**src/rtl/adc_osr_pkg.sv**
```systemverilog
// adc_osr_pkg: shared mode constants and width helpers for the oversampling unit.
package adc_osr_pkg;
  localparam logic OSR_MODE_AVG = 1'b1;
  localparam logic OSR_MODE_OVS = 1'b0;
  function automatic int acc_w(input int data_width, input int max_osr_log2);
    return data_width + max_osr_log2;
  endfunction
  function automatic int ch_w(input int channels);
    return channels > 1 ? $clog2(channels) : 1;
  endfunction
endpackage

```
**src/rtl/adc_osr_scaler.sv**
```systemverilog
// adc_osr_scaler: scales a frame sum by the average/oversample shift and saturates to OUT_WIDTH.
module adc_osr_scaler #(
  parameter int ACC_W = 19,
  parameter int OUT_WIDTH = 16
) (
  input  logic [ACC_W-1:0]     sum,
  input  logic [2:0]           osr,
  input  logic                 avg,
  output logic [OUT_WIDTH-1:0] result
);
  localparam int W = ACC_W > OUT_WIDTH ? ACC_W : OUT_WIDTH;
  logic [2:0] amt;
  logic [W-1:0] shifted;
  always_comb begin
    amt = avg ? osr : {1'b0, osr[2:1]};
    shifted = W'(sum) >> amt;
    result = |(shifted >> OUT_WIDTH) ? '1 : shifted[OUT_WIDTH-1:0];
  end
endmodule

```
**src/rtl/adc_osr_multichannel.sv**
```systemverilog
// adc_osr_multichannel: per-channel oversampling accumulators feeding a one-deep valid/ready result buffer.
module adc_osr_multichannel import adc_osr_pkg::*; #(
  parameter int DATA_WIDTH = 12,
  parameter int OUT_WIDTH = 16,
  parameter int CHANNELS = 4,
  parameter int MAX_OSR_LOG2 = 7,
  localparam int CH_W = ch_w(CHANNELS)
) (
  input  logic                  clk,
  input  logic                  rst,
  input  logic                  ena_in,
  input  logic [DATA_WIDTH-1:0] data_in,
  input  logic [CH_W-1:0]       channel_in,
  input  logic [2:0]            osr_mode_in,
  input  logic                  avg_mode_in,
  input  logic                  clear_in,
  output logic [OUT_WIDTH-1:0]  result_out,
  output logic [CH_W-1:0]       result_channel_out,
  output logic                  result_valid_out,
  input  logic                  result_ready_in,
  output logic                  overrun_out,
  output logic                  chan_error_out
);
  localparam int ACC_W = acc_w(DATA_WIDTH, MAX_OSR_LOG2);
  localparam int CNT_W = MAX_OSR_LOG2 + 1;
  logic [ACC_W-1:0] acc [CHANNELS];
  logic [CNT_W-1:0] count [CHANNELS];
  logic [2:0] osr_q [CHANNELS];
  logic avg_q [CHANNELS];
  logic ch_ok, hit, first, avg_use, done, pop, load;
  logic [CH_W-1:0] sel;
  logic [2:0] osr_clamp, osr_use;
  logic [CNT_W-1:0] cnt_next;
  logic [ACC_W-1:0] sum;
  logic [OUT_WIDTH-1:0] scaled;
  // Mode comes from the ports on a channel's first sample, from its latch afterwards.
  always_comb begin
    ch_ok = int'(channel_in) < CHANNELS;
    sel = ch_ok ? channel_in : '0;
    hit = ena_in & ch_ok & ~clear_in;
    first = count[sel] == '0;
    osr_clamp = osr_mode_in > 3'(MAX_OSR_LOG2) ? 3'(MAX_OSR_LOG2) : osr_mode_in;
    osr_use = first ? osr_clamp : osr_q[sel];
    avg_use = first ? avg_mode_in : avg_q[sel];
    cnt_next = count[sel] + CNT_W'(1);
    sum = acc[sel] + ACC_W'(data_in);
    done = hit & (cnt_next == (CNT_W'(1) << osr_use));
    pop = result_valid_out & result_ready_in;
    load = done & (~result_valid_out | pop);
  end
  adc_osr_scaler #(.ACC_W(ACC_W), .OUT_WIDTH(OUT_WIDTH)) u_scaler (
    .sum(sum), .osr(osr_use), .avg(avg_use), .result(scaled)
  );
  always_ff @(posedge clk or posedge rst) begin
    if (rst) begin
      for (int c = 0; c < CHANNELS; c++) begin
        acc[c] <= '0;
        count[c] <= '0;
        osr_q[c] <= '0;
        avg_q[c] <= OSR_MODE_OVS;
      end
      result_out <= '0;
      result_channel_out <= '0;
      result_valid_out <= 1'b0;
      overrun_out <= 1'b0;
      chan_error_out <= 1'b0;
    end else if (clear_in) begin
      for (int c = 0; c < CHANNELS; c++) begin
        acc[c] <= '0;
        count[c] <= '0;
      end
      result_valid_out <= 1'b0;
      overrun_out <= 1'b0;
      chan_error_out <= 1'b0;
    end else begin
      chan_error_out <= ena_in & ~ch_ok;
      for (int c = 0; c < CHANNELS; c++) begin
        if (hit && sel == CH_W'(c)) begin
          acc[c] <= done ? '0 : sum;
          count[c] <= done ? '0 : cnt_next;
          if (first) begin
            osr_q[c] <= osr_clamp;
            avg_q[c] <= avg_mode_in;
          end
        end
      end
      if (load) begin
        result_out <= scaled;
        result_channel_out <= sel;
        result_valid_out <= 1'b1;
      end else if (pop) begin
        result_valid_out <= 1'b0;
      end
      if (done && !load) overrun_out <= 1'b1;
    end
  end
endmodule

```
**config.mk**
```make
export PLATFORM = sky130hd
export DESIGN_NAME = adc_osr_multichannel
export DESIGN_NICKNAME = d
export VERILOG_FILES = /design/src/rtl/adc_osr_pkg.sv /design/src/rtl/adc_osr_scaler.sv /design/src/rtl/adc_osr_multichannel.sv
export SDC_FILE = /design/constraint.sdc
export NUM_CORES = 1
export LEC_CHECK = 0
export ABC_AREA = 1
export CAP_MARGIN = 10
export CORE_ASPECT_RATIO = 0.8
export CORE_MARGIN = 10
export CORE_UTILIZATION = 61
export DETAILED_ROUTE_END_ITERATION = 7
export PLACE_DENSITY = 0.9
export SLEW_MARGIN = 30
export SYNTH_ARGS = -nofsm -noshare
export SYNTH_HDL_FRONTEND = slang
export SYNTH_SLANG_ARGS = --single-unit
```
**constraint.sdc**
```tcl
create_clock -name clk -period 5.4 [get_ports clk]
set_input_delay 1.08 -clock clk [delete_from_list [all_inputs] [get_ports clk]]
set_output_delay 1.08 -clock clk [all_outputs]
set_load 0.01 [all_outputs]
```
==> results.toml <==
[layout]
fin_nets = 1396
multiInputGateArea_um2 = 4951
fillCellCount = 1150
drive_gt1_share_pct = 8.680
seq_area_um2 = 3603
antenna-diode-count = 0
area_growth_pct = 12.28

[synthesis]
yosys.area.top_type_share_pct = 39.48
synth_nets = 1373
yosysWarnings = 0
synth_area_um2 = 9128
synth_seq_cells = 144
muxShareOfSynthArea_pct = 0
synth_top_area_cell = "dfrtp_1"
ys_seq_area_share_pct = 39.48
synth_compound_area_share_pct = 3.948
synth_top_family_by_area = "simple AND/OR/NAND/NOR gates"
synth_xor_area_share_pct = 1.439
synthTopCellsByArea = "dfrtp_1, nand2_1, nand3_1"
netlist_instances = 1335
synth.avg_cell_area_um2 = 6.837
yosys.area_share.simple_pct = 46.43
synth.distinct_cells = 37
synth_fa_ha_area_share_pct = 2.138

[worst_setup_path]
cp_max_fo = 109
cp_slowest_cell = "clkdlybuf4s50_1"
cp_slowest_stage_delay_ns = 0.73
required_ns = 5.71
worstSetupStartpointType = "input pin"
crit_path_cell_trace = "clkdlybuf4s50_1, nand2_2, inv_2, nand2_1, nand2_1, nor2_4, ha_1, nand3_1, nor2_1, nand2_2, nand2_1, nand2_1, nand3_2, nand2_1, nand2_1, nor3_2, nand3_4, buf_12, nand3_1, nand2_1"
arrival_ns = 4.98
path_class = "input pin to flop"
path_common_cell = "nand2_1"
endpoint_kind = "flop"

[timing]
final-setup-viol-count = 0
relSlewSlack_pct = 40.76
whs_ns = 0.4804
slew_viol_final = 0
tns_ns = 0
clock.fmax_ghz = 0.2141
rsz0062_at_grt = "false"
finalCriticalPeriod_ns = 4.672
hold_violations = 0
skew_ns = 0.01241
worst_slew_pin_slew_ns = 0.8832
fin_crit_sh_pct = 86.51

[cts]
cts_tree = "yes"
clk_latency_ns = 0.44
clkTransAtPathRegs_ns = 0.06
cts_buffers = 17
cts_root_buf = "clkbuf_16"
post_cts_resize_count = 0
cts_max_level = 4
clockBufferDepth = 2
cts_hold_buf = 0
numClockSinks = 144
post_cts_buffers = 0

[route]
routedWlPerCell_um = 16.74
vias_per_cell = 5.950
drt-initial-drc-count = 1227
wirelength_mm = 26.04
drcViolationCount = 0
dr.pass1.iters = 6
vias = 9252
drtAntennaViolNets = 0

[grt]
grt_pass1_wl_mm = 42.74
grt-ovfl-total = 0
grt_pass1_vias = 8278
grt_max_degree = 110
grt_usage_pct = 26.02
antenna_found_initial = 0

[floorplan]
num_rows = 39
die_w_um = 156.8
core_um2 = 14490
start_util_pct = 62.98
die_area_um2 = 20290
ioPinCount = 44
die_y_um = 129.4

[run_status]
status = "complete, no violations"

[power]
p_leak_nw = 5.564
p_total_w = 0.004814
power.density_nw_per_um2 = 469.7
peakVddDrop_uv = 293.8

[placement]
gp_congestion = 0.9582
place_hpwl_mm = 17.09
numPortBuffers = 42

[run]
drv_cap = 0

[hold_path]
hp-class = "flop to flop"
## synth_stat cells
cell        n
nand2_1   588
nand3_1   243
dfrtp_1   144
nor2_1     83
inv_1      53
o21ai_0    27
clkbuf_1   23
nand3_2    18
nand2_2    15
buf_2      14
buf_4      14
ha_1       14
a22oi_1    13
a21oi_1    12
nand4_1     9
buf_6       8
nor2_2      8
xor2_1      8
inv_2       7
xnor2_1     7
nor2_4      5
clkinv_1    4
a21o_1      2
nand3b_1    2
nor3_1      2
a21boi_0    1
a31oi_1     1
buf_1       1
conb_1      1
fa_1        1
nand2_4     1
nor2_8      1
nor3_2      1
o21ai_2     1
o21ai_4     1
o21bai_1    1
o22ai_1     1
## routing by layer
metal / track usage [%] / share of wire (%) / up-vias
li1: - / - / 4336
met1: 37.71 / 42 / 4261
met2: 37.10 / 43 / 603
met3: 6.448 / 13 / 52
met4: 8.809 / 1.9 / 0
met5: 0 / 0 / -
## power breakdown
part | internal (W) | switching (W) | total [W] | leakage [nW]
Clock | 0.000731 | 0.000483 | 0.00121 | 0.292
Combinational | 0.000709 | 0.00136 | 0.00207 | 3.36
Sequential | 0.00136 | 0.000170 | 0.00153 | 1.91
Total | 0.00280 | 0.00201 | 0.00481 | 5.56
## cell type report
| class | instances | share of cell area, % |
|---|---|---|
| multi-input cells | 1067 | 48.31 |
| clock inverters | 11 | 1.245 |
| flip-flops and latches | 144 | 35.16 |
| repair buffers | 64 | 5.958 |
| clock buffers | 21 | 4.688 |
| well taps | 184 | 2.246 |
| inverters | 64 | 2.393 |
## cells by family after synthesis
group | Yosys count
AO/OA/AOI/OAI | 60
XOR/XNOR | 15
adder cells (fa/ha/maj) | 15
buffers and inverters | 124
flip-flops | 144
other | 1
AND/OR/NAND/NOR | 976
## path summary, 6_finish.rpt
| check | startpoint | cells after the start | endpoint | slack [ns] |
|---|---|---|---|---|
| worst max-delay path | channel_in[0] | 20 | acc[21] | 0.73 |
| worst min-delay path | acc[46] | 2 | acc[46] | 0.48 |
| worst max register to register | count[24] | 16 | acc[21] | 2.19 |
| worst min register to register | acc[46] | 2 | acc[46] | 0.48 |
| max in group asynchronous | rst | 3 | acc[33] | 3.29 |
| min in group asynchronous | rst | 2 | count[22] | 1.13 |
## critical path, delay by kind of cell
kind	cells	cell delay, ns
and+or+nand+nor	16	2.23
buffers and inverters	3	1.34
adders and majority gates	1	0.24
## sequential cells by signal, indices dropped and copies added (netlist names)
signal	cells
result_out	16
result_valid_out	1
count	32
avg_q	4
result_channel_out	2
acc	76
osr_q	12
overrun_out	1
## stage by stage
stage	worst slack (ns)	utilization, %	instances	cell area (um2)
after CTS	0.8008	70.72	1555	10250
final	0.7284	70.72	1555	10250
after global placement	0.4609	66.52	1523	9641
after floorplan	0.4537	-	1335	9128
after global routing	0.4309	70.72	1555	10250
after detailed placement	0.3710	66.52	1523	9641
## cells in the final DEF (no fill, tap or decap), drive strengths merged
master	netlist	layout
nor3	3	3
conb	1	1
nor2	97	97
buf	37	22
nand4	9	9
o22ai	1	1
ha	14	14
clkinvlp	0	3
nand2	604	604
nand3b	2	2
a21o	2	2
clkinv	4	7
fa	1	1
clkdlybuf4s50	0	42
inv	60	63
xnor2	7	7
a22oi	13	13
xor2	8	8
nand3	261	261
dfrtp	144	144
o21ai	29	29
clkbuf	23	21
a31oi	1	1
a21oi	12	12
bufinv	0	2
o21bai	1	1
a21boi	1	1
(Power assumes the default switching activity.)
